<file path="src/rtl/sw_watch_pkg.sv">
// Shared definitions for the stopwatch/watch mode controller:
// state encodings, watch field codes, button arbitration result and
// small helpers that map SET states to field codes and neighbours.
package sw_watch_pkg;

  localparam int DEF_CLK_HZ = 100_000_000;

  typedef enum logic [2:0] {
    ST_SW    = 3'd0,
    ST_WATCH = 3'd1,
    ST_SET_H = 3'd2,
    ST_SET_M = 3'd3,
    ST_SET_S = 3'd4
  } state_e;

  localparam logic [1:0] FIELD_HOUR = 2'b00;
  localparam logic [1:0] FIELD_MIN  = 2'b01;
  localparam logic [1:0] FIELD_SEC  = 2'b10;

  // Winning button after priority arbitration (mode > l > r > u > d).
  typedef enum logic [2:0] {
    ACT_NONE = 3'd0,
    ACT_MODE = 3'd1,
    ACT_L    = 3'd2,
    ACT_R    = 3'd3,
    ACT_U    = 3'd4,
    ACT_D    = 3'd5
  } act_e;

  function automatic logic is_set(input state_e s);
    return (s == ST_SET_H) || (s == ST_SET_M) || (s == ST_SET_S);
  endfunction

  // Field to the left, wrapping H -> S.
  function automatic state_e field_left(input state_e s);
    case (s)
      ST_SET_H: return ST_SET_S;
      ST_SET_M: return ST_SET_H;
      default:  return ST_SET_M;
    endcase
  endfunction

  // Field to the right, wrapping S -> H.
  function automatic state_e field_right(input state_e s);
    case (s)
      ST_SET_H: return ST_SET_M;
      ST_SET_M: return ST_SET_S;
      default:  return ST_SET_H;
    endcase
  endfunction

  // Field code shown to the display mux; hour outside SET states.
  function automatic logic [1:0] field_code(input state_e s);
    case (s)
      ST_SET_M: return FIELD_MIN;
      ST_SET_S: return FIELD_SEC;
      default:  return FIELD_HOUR;
    endcase
  endfunction

endpackage

</file>
<file path="src/rtl/sw_watch_mode_ctrl_tick_gen.sv">
// tick_gen: free-running divider producing a one-cycle tick every DIV
// cycles. i_clr restarts the count so the next tick is DIV cycles away.
module tick_gen #(
  parameter int DIV = 2
) (
  input  logic clk,
  input  logic rst,
  input  logic i_clr,
  output logic o_tick
);

  localparam int W = (DIV > 1) ? $clog2(DIV) : 1;
  localparam logic [W-1:0] TERM = W'(DIV - 1);

  logic [W-1:0] r_cnt;

  assign o_tick = (r_cnt == TERM);

  // Count 0..DIV-1, wrap to 0 on the terminal count or on clear.
  always_ff @(posedge clk) begin
    if (!rst) begin
      r_cnt <= '0;
    end else if (i_clr || o_tick) begin
      r_cnt <= '0;
    end else begin
      r_cnt <= r_cnt + 1'b1;
    end
  end

endmodule

</file>
<file path="src/rtl/sw_watch_mode_ctrl.sv">
// sw_watch_mode_ctrl: arbitrates debounced button pulses between the
// stopwatch control path and the watch time-set path, and drives the
// display select / set-field blink for the FND mux.
// Optional feature: define SW_WATCH_AUTO_EXIT_EN to leave a SET state
// after TIMEOUT_S seconds without any button pulse.
// All outputs are registered; o_dbg_state exposes the FSM state.
module sw_watch_mode_ctrl
  import sw_watch_pkg::*;
#(
  parameter int CLK_HZ    = DEF_CLK_HZ,
  parameter int BLINK_HZ  = 2,
  parameter int TIMEOUT_S = 10
) (
  input  logic       clk,
  input  logic       rst,
  input  logic       i_btn_mode,
  input  logic       i_btn_l,
  input  logic       i_btn_r,
  input  logic       i_btn_u,
  input  logic       i_btn_d,
  output logic       o_sw_rs,
  output logic       o_sw_clr,
  output logic       o_w_inc,
  output logic       o_w_dec,
  output logic       o_disp_sel,
  output logic       o_set_mode,
  output logic [1:0] o_field_sel,
  output logic       o_blink,
  output logic [2:0] o_dbg_state
);

  localparam int BLINK_DIV = CLK_HZ / (2 * BLINK_HZ);

  state_e     r_state;
  state_e     w_next;
  act_e       w_act;
  logic       w_sw_rs, w_sw_clr, w_w_inc, w_w_dec;
  logic       w_blink_restart, w_blink_tick, w_expire;
  logic       r_sw_rs, r_sw_clr, r_w_inc, r_w_dec;
  logic       r_disp_sel, r_set_mode, r_blink;
  logic [1:0] r_field_sel;

  // Pick the single highest-priority button; the rest are dropped.
  always_comb begin
    w_act = ACT_NONE;
    if (i_btn_mode)   w_act = ACT_MODE;
    else if (i_btn_l) w_act = ACT_L;
    else if (i_btn_r) w_act = ACT_R;
    else if (i_btn_u) w_act = ACT_U;
    else if (i_btn_d) w_act = ACT_D;
  end

  // Next state and next output pulses from the arbitrated action.
  always_comb begin
    w_next   = r_state;
    w_sw_rs  = 1'b0;
    w_sw_clr = 1'b0;
    w_w_inc  = 1'b0;
    w_w_dec  = 1'b0;
    case (r_state)
      ST_SW: begin
        case (w_act)
          ACT_MODE: w_next   = ST_WATCH;
          ACT_U:    w_sw_rs  = 1'b1;
          ACT_D:    w_sw_clr = 1'b1;
          default:  ;
        endcase
      end
      ST_WATCH: begin
        case (w_act)
          ACT_MODE: w_next = ST_SW;
          ACT_L:    w_next = ST_SET_H;
          default:  ;
        endcase
      end
      ST_SET_H, ST_SET_M, ST_SET_S: begin
        case (w_act)
          ACT_MODE: w_next  = ST_WATCH;
          ACT_L:    w_next  = field_left(r_state);
          ACT_R:    w_next  = field_right(r_state);
          ACT_U:    w_w_inc = 1'b1;
          ACT_D:    w_w_dec = 1'b1;
          default:  if (w_expire) w_next = ST_WATCH;
        endcase
      end
      default: w_next = ST_WATCH;
    endcase
  end

  // Blink restarts visible on SET entry, field change, inc/dec, and is
  // held visible whenever the next state is outside SET.
  assign w_blink_restart = !is_set(w_next) || (w_next != r_state) || w_w_inc || w_w_dec;

  tick_gen #(.DIV(BLINK_DIV)) u_blink_tick (
    .clk    (clk),
    .rst    (rst),
    .i_clr  (w_blink_restart),
    .o_tick (w_blink_tick)
  );

`ifdef SW_WATCH_AUTO_EXIT_EN
  localparam int TO_W = (TIMEOUT_S > 1) ? $clog2(TIMEOUT_S) : 1;
  localparam logic [TO_W-1:0] TO_LAST = TO_W'(TIMEOUT_S - 1);

  logic            w_any_btn, w_to_clr, w_sec_tick;
  logic [TO_W-1:0] r_to_cnt;

  assign w_any_btn = i_btn_mode | i_btn_l | i_btn_r | i_btn_u | i_btn_d;
  // Idle time is measured only inside SET and restarts on any pulse.
  assign w_to_clr  = !is_set(r_state) || w_any_btn;

  tick_gen #(.DIV(CLK_HZ)) u_sec_tick (
    .clk    (clk),
    .rst    (rst),
    .i_clr  (w_to_clr),
    .o_tick (w_sec_tick)
  );

  // Whole seconds elapsed in SET without a button pulse.
  always_ff @(posedge clk) begin
    if (!rst || w_to_clr) begin
      r_to_cnt <= '0;
    end else if (w_sec_tick) begin
      r_to_cnt <= (r_to_cnt == TO_LAST) ? '0 : r_to_cnt + 1'b1;
    end
  end

  // Expiry is the tick that completes the last second.
  assign w_expire = is_set(r_state) && w_sec_tick && (r_to_cnt == TO_LAST);
`else
  assign w_expire = 1'b0;
`endif

  // State register and registered outputs.
  always_ff @(posedge clk) begin
    if (!rst) begin
      r_state     <= ST_SW;
      r_sw_rs     <= 1'b0;
      r_sw_clr    <= 1'b0;
      r_w_inc     <= 1'b0;
      r_w_dec     <= 1'b0;
      r_disp_sel  <= 1'b0;
      r_set_mode  <= 1'b0;
      r_field_sel <= FIELD_HOUR;
      r_blink     <= 1'b1;
    end else begin
      r_state     <= w_next;
      r_sw_rs     <= w_sw_rs;
      r_sw_clr    <= w_sw_clr;
      r_w_inc     <= w_w_inc;
      r_w_dec     <= w_w_dec;
      r_disp_sel  <= (w_next != ST_SW);
      r_set_mode  <= is_set(w_next);
      r_field_sel <= field_code(w_next);
      if (w_blink_restart) begin
        r_blink <= 1'b1;
      end else if (w_blink_tick) begin
        r_blink <= ~r_blink;
      end
    end
  end

  assign o_sw_rs     = r_sw_rs;
  assign o_sw_clr    = r_sw_clr;
  assign o_w_inc     = r_w_inc;
  assign o_w_dec     = r_w_dec;
  assign o_disp_sel  = r_disp_sel;
  assign o_set_mode  = r_set_mode;
  assign o_field_sel = r_field_sel;
  assign o_blink     = r_blink;
  assign o_dbg_state = r_state;

endmodule

</file>
<file path="config.mk">
export PLATFORM = sky130hd
export DESIGN_NAME = sw_watch_mode_ctrl
export DESIGN_NICKNAME = d
export VERILOG_FILES = /design/src/rtl/sw_watch_pkg.sv /design/src/rtl/sw_watch_mode_ctrl_tick_gen.sv /design/src/rtl/sw_watch_mode_ctrl.sv
export SDC_FILE = /design/constraint.sdc
export NUM_CORES = 1
export LEC_CHECK = 0
export ABC_AREA = 1
export BUFFER_PORTS_ARGS = -buffer_cell sky130_fd_sc_hd__buf_2
export CAP_MARGIN = 10
export CORE_UTILIZATION = 58
export DETAILED_ROUTE_END_ITERATION = 16
export HOLD_SLACK_MARGIN = 0.03
export PLACE_DENSITY = 0.75
export SLEW_MARGIN = 15
export SYNTH_ARGS = -nofsm -noshare
export SYNTH_HDL_FRONTEND = slang
export SYNTH_SLANG_ARGS = --single-unit
export TNS_END_PERCENT = 20
</file>
<file path="constraint.sdc">
create_clock -name clk -period 2.2 [get_ports clk]
set_input_delay 0.11 -clock clk [delete_from_list [all_inputs] [get_ports clk]]
set_output_delay 0.11 -clock clk [all_outputs]
set_load 0.02 [all_outputs]
</file>
==> results.rst, run 1 <==
.. list-table::
   :header-rows: 1

   * - Metric
     - Value
   * - Standby leakage power
     - 0.834 nW
   * - Synth top area share
     - about 37%
   * - Critical Path Start Type
     - flip-flop
   * - Count of cells along the worst register-to-register path
     - 12
   * - Largest buffer count on any clock path
     - 2
   * - Placed instance area
     - around 2200 um^2
   * - Core area
     - roughly 3300 um^2
   * - Drt drc
     - 0
   * - Fraction of registers with async set or reset after synthesis
     - 0%
   * - Maximum fanout count along the critical path
     - 4
   * - Main area contributors after synthesis
     - sky130_fd_sc_hd__dfxtp_1 (37%), sky130_fd_sc_hd__nor2_4 (12%), sky130_fd_sc_hd__nand2_1 (8.0%), sky130_fd_sc_hd__inv_1 (6.3%), sky130_fd_sc_hd__xor2_1 (5.6%)
   * - Routing usage on met1
     - 27.9%
   * - Later-pin clock latency in the skew report
     - between 0.3 and 0.4 ns
   * - Global-route wire length before repair
     - 5910 um
   * - Pin count of the biggest net entering global routing
     - 18
   * - Global placer's final weighted congestion
     - 0.874
   * - Setup Fix Bufs, Post-CTS
     - 0
   * - Relative area change from synthesis to final layout
     - 10.9%
   * - Data arrival time at the worst-slack endpoint
     - about 2.2 ns
   * - CTS tree
     - built
   * - Leading register cell type out of synthesis
     - sky130_fd_sc_hd__dfxtp_1
   * - Routed wire length
     - 3400 um
   * - Worst reg-to-reg setup slack
     - 0.21 ns
   * - Period utilisation layout
     - 90.7%
   * - Final worst path period need
     - 1.99 ns
   * - IR drop worst, VDD
     - 0.476 mV
   * - Flip-flop and latch count after synthesis
     - 37
   * - Mean instance size in the synthesized netlist
     - around 8 um^2
   * - Total count of max-transition violations in the final report
     - 0
   * - H-tree depth
     - 2
   * - GRT met2 Usage
     - 34.3%
   * - Worst R2R End
     - u_blink_tick.r_cnt[24]
   * - Origin of the critical flop-to-flop path
     - u_blink_tick.r_cnt[0]
   * - Cells resized by post-CTS repair
     - 0
   * - Antenna violations before repair
     - 0
   * - Number of library cell types mapped by synthesis
     - 25
   * - Syn Inst Count
     - 254
   * - DIE WIDTH
     - 61.0 um
   * - Worst hold path depth
     - 3
   * - Slew margin rel.
     - 79.9%
   * - Worst setup path class
     - reg2reg
   * - Worst-path clk slew
     - approximately 0.11 ns
   * - Port buffer count
     - 18
   * - Chip Height
     - 61.0 um
   * - Starting density of the core
     - 60.6%
   * - Post-Syn Nets
     - around 260
   * - Hold-critical path endpoint
     - o_sw_clr
   * - Area of all placed cells without fillers
     - 2240 um^2
   * - Fraction of layout instances using a drive strength above 1
     - 23.9%
   * - Via count of the first global-routing pass
     - approximately 1400
   * - Via-per-instance ratio
     - 4.90
   * - Maximum clock frequency
     - 0.501 GHz
   * - Sequential cell area fraction in the yosys report
     - 36.6%
   * - Startpoint of the most critical hold path
     - rst
   * - Total congestion overflow
     - 0
   * - DIE AREA
     - around 3700 um^2
   * - GRT busiest layer
     - met2
   * - Syn. warnings
     - 0
   * - Number of iterations in the first detailed-routing pass
     - 5
   * - Required time worst endpoint
     - roughly 2.5 ns
   * - Root cell of the clock tree
     - sky130_fd_sc_hd__clkbuf_4
   * - Run status
     - finished, final reports clean
   * - Post-DR wirelength/cell
     - 10.4 um
   * - Tot GR Track Use
     - between 20% and 30%
   * - Crit. End Element
     - flip-flop
   * - Number of failing setup endpoints in the final timing report
     - 0
   * - GR Layer Usage met3
     - under 10%
   * - Cell area power density
     - 557 nW/um^2
   * - Number of antenna diodes
     - 0
   * - Count of flip-flops with a built-in enable after synthesis
     - 0
   * - Num Clock Sinks
     - 37
   * - Final hold violations
     - 0
   * - Max cap viols
     - 0
   * - Remaining number of nets flagged by the antenna check after routing
     - 0
   * - Most numerous cell types in the synthesized netlist
     - sky130_fd_sc_hd__nand2_1 (43), sky130_fd_sc_hd__dfxtp_1 (37), sky130_fd_sc_hd__inv_1 (34)
   * - Drt initial violations
     - 78
   * - Tightest Pin Transition
     - 0.301 ns
   * - RSZ-0062 raised after global routing
     - false
   * - Mapped Area
     - 2020 um^2
   * - Setup tns final
     - 0 ns
   * - I/O pin cnt
     - 19
   * - Most frequently used cell type in the post-synthesis netlist
     - sky130_fd_sc_hd__nand2_1
   * - Number of clock buffers inserted by TritonCTS
     - 5
   * - Final Skew
     - 0.00939 ns
   * - Placement Rows
     - 21
   * - Post-detail-place hpwl
     - 2610 um
   * - CTS Hold Bufs
     - 0
   * - NumNets Final
     - 287
   * - Cell type contributing the most total cell area after synthesis
     - sky130_fd_sc_hd__dfxtp_1
   * - Total number of vias
     - 1598
   * - Worst Hold Class
     - in2reg
-- power breakdown --
part | switching, mW | internal, mW | leakage, nW | total (mW)
Combinational | 0.0555 | 0.0270 | 0.490 | 0.0825
Clock | 0.215 | 0.271 | 0.0455 | 0.487
Sequential | 0.00488 | 0.674 | 0.299 | 0.679
-- how the worst max path moves through the flow --
stage,startpoint,slack (ns),cells after the start,to
global route,u_blink_tick.r_cnt[0],0.02,12,u_blink_tick.r_cnt[24]
CTS,u_blink_tick.r_cnt[0],0.19,12,u_blink_tick.r_cnt[24]
detailed placement,u_blink_tick.r_cnt[0],0.21,12,u_blink_tick.r_cnt[24]
finish,u_blink_tick.r_cnt[0],0.21,12,u_blink_tick.r_cnt[24]
floorplan,u_blink_tick.r_cnt[0],0.34,12,u_blink_tick.r_cnt[24]
global placement,u_blink_tick.r_cnt[0],0.27,12,u_blink_tick.r_cnt[24]
-- registers in the layout, summed over array words and instances, names as in the netlist --
signal,cells
o_sw_clr,1
o_w_inc,1
u_blink_tick.r_cnt,25
o_disp_sel,1
o_set_mode,1
o_dbg_state,3
o_sw_rs,1
o_blink,1
o_w_dec,1
o_field_sel,2
-- final cells by class --
cell class / count / area (um^2)
multi-input combinational: 178 / 1100
fill: 319 / 1090
sequential: 37 / 741
inverter: 37 / 139
timing repair buffer: 20 / 118
tap: 46 / 57.6
clock buffer: 7 / 55.1
clock inverter: 1 / 30.0
-- per-stage QoR --
step	hold slack [ns]	worst slack, ns	total power, mW	instances	util (%)
after CTS	0.0736	0.188	1.27	326	67.2
final	0.0961	0.206	1.25	326	67.2
after global placement	0.447	0.272	0.774	318	64.6
after global routing	0.0780	0.0187	1.31	326	67.2
after detailed placement	0.447	0.208	0.775	318	64.6
after floorplan	0.258	0.337	0.753	254	-
-- layer usage --
metal  vias to the layer above  wire (um)  part of all wire (%)
met1                       715       1580                    46
met2                        34       1590                    47
met5                         -          0                     0
met4                         0         83                   2.4
met3                         7        156                   4.6
li1                        842          -                     -
-- kinds of logic after synthesis --
group	share of synthesized area, %
buffers and inverters	8.85
DFF	36.6
adders and majority gates	0.619
AOI/OAI and AO/OA	1.98
xor gates and xnor gates	10.4
and+or+nand+nor	41.5
-- critical path, stage by stage (launching register included) --
cell                      delay [ns]
sky130_fd_sc_hd__dfxtp_1        0.41
sky130_fd_sc_hd__ha_1           0.23
sky130_fd_sc_hd__nand2_1        0.08
sky130_fd_sc_hd__nor2_2         0.16
sky130_fd_sc_hd__nand3_1        0.12
sky130_fd_sc_hd__or2_4          0.27
sky130_fd_sc_hd__nor2_4         0.13
sky130_fd_sc_hd__nand2_2        0.09
sky130_fd_sc_hd__nor2_2         0.12
sky130_fd_sc_hd__nand2_1        0.07
sky130_fd_sc_hd__xor2_1         0.14
sky130_fd_sc_hd__inv_1          0.05
sky130_fd_sc_hd__nor2_1         0.03
-- placed cells by master (no fill, tap or decap), types with 2 or more instances in the layout --
master,instances
sky130_fd_sc_hd__nor3_1,4
sky130_fd_sc_hd__nor3_2,2
sky130_fd_sc_hd__nor2_4,22
sky130_fd_sc_hd__inv_2,3
sky130_fd_sc_hd__nor2_2,6
sky130_fd_sc_hd__nor2_1,30
sky130_fd_sc_hd__nand4_1,6
sky130_fd_sc_hd__a21oi_1,2
sky130_fd_sc_hd__nor4_1,3
sky130_fd_sc_hd__dfxtp_1,37
sky130_fd_sc_hd__nand2_2,3
sky130_fd_sc_hd__xor2_1,13
sky130_fd_sc_hd__nand3_1,21
sky130_fd_sc_hd__o21ai_0,3
sky130_fd_sc_hd__nand2_1,43
sky130_fd_sc_hd__inv_1,34
sky130_fd_sc_hd__o21ai_1,3
sky130_fd_sc_hd__clkbuf_4,5
sky130_fd_sc_hd__xnor2_1,11
sky130_fd_sc_hd__buf_2,18
Power figures use the tool's default switching activity.
==> inputs of run 2 (changes only) <==
==> constraint.sdc (replaced) <==
create_clock -name clk -period 2 [get_ports clk]
set_input_delay 0.1 -clock clk [delete_from_list [all_inputs] [get_ports clk]]
set_output_delay 0.1 -clock clk [all_outputs]
set_load 0.02 [all_outputs]
==> run 2 against run 1 <==
Effect of this change: non-clock buffer count up 5; sequential cell count unchanged; critical endpoint is now u_blink_tick.r_cnt[21]; largest power group unchanged; core utilization up 1.1 points; cell count up 1.5%; via count down 0.25%; die area unchanged; final area up 1.7%.
==> results.rst, run 2 (synthesis results as in run 1) <==
.. list-table::
   :header-rows: 1

   * - Metric
     - Value
   * - Tightest Pin Transition
     - 0.335 ns (+0.0334 ns)
   * - Drt drc
     - 0 (unchanged)
   * - Largest buffer count on any clock path
     - 2 (unchanged)
   * - Worst reg-to-reg setup slack
     - 0.14 ns (-0.07 ns)
   * - Hold-critical path endpoint
     - o_w_dec
   * - CTS tree
     - built
   * - Routed wire length
     - 3460 um (+1.7%)
   * - Drt initial violations
     - 91 (+17%)
   * - Required time worst endpoint
     - 2.28 ns (-0.17 ns)
   * - Via-per-instance ratio
     - 4.82 (-1.8%)
   * - Fraction of layout instances using a drive strength above 1
     - 27.0% (+3.1 points)
   * - I/O pin cnt
     - 19 (unchanged)
   * - FF/Latch Area
     - 744 um^2 (+0.51%)
   * - Cell area power density
     - 526 nW/um^2 (-5.5%)
   * - Number of iterations in the first detailed-routing pass
     - 4 (-1)
   * - Post-detail-place hpwl
     - 2620 um (+0.41%)
   * - NumNets Final
     - 292 (+1.7%)
   * - Worst-path clk slew
     - 0.10 ns (about the same)
   * - Via count of the first global-routing pass
     - 1497 (+5.9%)
   * - Maximum clock frequency
     - 0.538 GHz (+7.2%)
   * - Chip Height
     - 61.0 um (unchanged)
   * - Max cap viols
     - 0 (unchanged)
   * - Data arrival time at the worst-slack endpoint
     - 2.15 ns (-0.09 ns)
   * - Count of cells along the worst register-to-register path
     - 9 (-3)
   * - Worst hold path depth
     - 3 (unchanged)
   * - Total placed cells including tap cells
     - 321 (+0.94%)
   * - Maximum fanout count along the critical path
     - 3 (-1)
   * - Final Skew
     - 0.00408 ns (-0.00531 ns)
   * - Crit. End Element
     - flip-flop
   * - Global-route wire length before repair
     - 6010 um (+1.7%)
   * - Tot GR Track Use
     - 21.8% (-0.34 points)
   * - Total number of vias
     - 1594 (-0.25%)
   * - Num Clock Sinks
     - 37 (unchanged)
   * - RSZ-0062 raised after global routing
     - true
   * - Standby leakage power
     - 0.849 nW (+1.7%)
   * - Worst setup path class
     - reg2reg
   * - Most common cell after layout, fill and taps aside
     - sky130_fd_sc_hd__nand2_1
   * - Number of antenna diodes
     - 0 (unchanged)
   * - Worst R2R End
     - u_blink_tick.r_cnt[21]
   * - Run status
     - finished, final reports clean
   * - Worst Hold Class
     - in2reg
   * - Period utilisation layout
     - 93.0% (+2.4 points)
   * - Total count of max-transition violations in the final report
     - 0 (unchanged)
   * - Multi-input combinational cell area
     - 1120 um^2 (+1.8%)
   * - Antenna violations before repair
     - 0 (unchanged)
   * - Flip-flop count of the largest register, all copies and words added
     - 25 (unchanged)
   * - H-tree depth
     - 2 (unchanged)
   * - Startpoint of the most critical hold path
     - rst
   * - Total congestion overflow
     - 0 (unchanged)
   * - Timing startpoint of the critical path
     - u_blink_tick.r_cnt[0]
   * - Filler cells
     - 305 (-4.4%)
   * - Global placer's final weighted congestion
     - 0.882 (+0.97%)
   * - Slew margin rel.
     - 77.6% (-2.3 points)
   * - Top library cells by usage in the layout, fill and taps aside
     - sky130_fd_sc_hd__nand2_1 (43), sky130_fd_sc_hd__inv_1 (34), sky130_fd_sc_hd__dfxtp_1 (34), sky130_fd_sc_hd__nor2_1 (29), sky130_fd_sc_hd__nor2_4 (23)
   * - Origin of the critical flop-to-flop path
     - u_blink_tick.r_cnt[0]
   * - DIE AREA
     - 3730 um^2 (unchanged)
   * - IR drop worst, VDD
     - 0.453 mV (-4.7%)
   * - Pin count of the biggest net entering global routing
     - 15 (-3)
   * - Placement Rows
     - 21 (unchanged)
   * - Starting density of the core
     - 60.6% (unchanged)
   * - Remaining number of nets flagged by the antenna check after routing
     - 0 (unchanged)
   * - Later-pin clock latency in the skew report
     - 0.33 ns (about the same)
   * - Final hold violations
     - 0 (unchanged)
   * - Final worst path period need
     - 1.86 ns (-0.134 ns)
   * - Number of clock buffers inserted by TritonCTS
     - 5 (unchanged)
   * - Relative area change from synthesis to final layout
     - 12.7%
   * - Number of failing setup endpoints in the final timing report
     - 0 (unchanged)
   * - Post-DR wirelength/cell
     - 10.5 um (+0.17%)
   * - DIE WIDTH
     - 61.0 um (unchanged)
   * - Register bank with the most flops
     - u_blink_tick.r_cnt
   * - Root cell of the clock tree
     - sky130_fd_sc_hd__clkbuf_4
   * - Core area
     - 3340 um^2 (unchanged)
   * - Post-layout util
     - 68.3% (+1.1 points)
   * - Port buffer count
     - 18 (unchanged)
   * - Critical Path Start Type
     - flip-flop
   * - Non-Filler Instances
     - 331 (+1.5%)
run 2: cell types whose count changed in the layout (fill, tap and decap cells not counted), moves of 2 or more:
| cell | previous run | this run |
|---|---|---|
| sky130_fd_sc_hd__clkbuf_1 | 1 | 3 |
| sky130_fd_sc_hd__dfxtp_2 | 0 | 3 |
| sky130_fd_sc_hd__dfxtp_1 | 37 | 34 |
| sky130_fd_sc_hd__nand3_1 | 21 | 19 |
| sky130_fd_sc_hd__buf_4 | 1 | 5 |
| sky130_fd_sc_hd__nand3_2 | 0 | 2 |
run 2: worst max path at each step:
stage                                        end  slack (ns)  depth (start not counted)
after floorplan           u_blink_tick.r_cnt[24]        0.14                         12
after global placement    u_blink_tick.r_cnt[23]        0.14                          9
after detailed placement  u_blink_tick.r_cnt[23]        0.12                          9
after CTS                 u_blink_tick.r_cnt[23]        0.07                          9
after global routing      u_blink_tick.r_cnt[21]       -0.03                          9
final                     u_blink_tick.r_cnt[21]        0.14                          9
run 2: per-stage QoR:
| step | setup slack [ns] | TNS [ns] | power [mW] | cell area, um^2 | hold slack (ns) |
|---|---|---|---|---|---|
| 2_1_floorplan | 0.137 | 0 | 0.828 | 2020 | 0.248 |
| 3_5_place_dp | 0.117 | 0 | 0.853 | 2190 | 0.434 |
| 4_1_cts | 0.0748 | 0 | 1.21 | 2240 | 0.0773 |
| 3_3_place_gp | 0.145 | 0 | 0.853 | 2190 | 0.435 |
| 5_1_grt | -0.0324 | -0.0446 | 1.26 | 2280 | 0.0821 |
| 6_report | 0.140 | 0 | 1.20 | 2280 | 0.0903 |
run 2: what timing repair did:
action                     4_1_cts  5_1_grt
hold buffers                     0        0
setup buffers                    0        2
hold endpoints to repair         0        0
setup endpoints to repair        0       25
resized for setup                0        8
run 2: power breakdown:
part	internal [mW]	total [mW]	leakage [nW]	switching, mW
Clock	0.140	0.361	0.0265	0.221
Combinational	0.0311	0.0912	0.522	0.0601
Sequential	0.742	0.747	0.300	0.00503
Total	0.913	1.20	0.849	0.286
run 2: worst max-delay path, stage by stage, from the launching register on:
cell                      delay [ns]
sky130_fd_sc_hd__dfxtp_1        0.35
sky130_fd_sc_hd__buf_4          0.13
sky130_fd_sc_hd__nand3_1        0.14
sky130_fd_sc_hd__nor3_2         0.20
sky130_fd_sc_hd__nand3_1        0.22
sky130_fd_sc_hd__nor3_2         0.32
sky130_fd_sc_hd__nand3_1        0.14
sky130_fd_sc_hd__xnor2_1        0.15
sky130_fd_sc_hd__inv_1          0.08
sky130_fd_sc_hd__nor2_4         0.09
run 2: area by class of cell:
cell class,instances,share of cell area [%]
Tap cell,46,2.52
Inverter,37,6.09
Sequential cell,37,32.7
Clock buffer,8,2.14
Timing Repair Buffer,25,7.35
Multi-Input combinational cell,178,49.2
run 2: per-layer routing:
metal / vias up / wire [um] / global-route usage (%)
li1: 852 / - / -
met1: 716 / 1680 / 28.9
met2: 19 / 1640 / 34.8
met3: 7 / 101 / 6.93
met4: 0 / 33 / 4.87
met5: - / 0 / 0
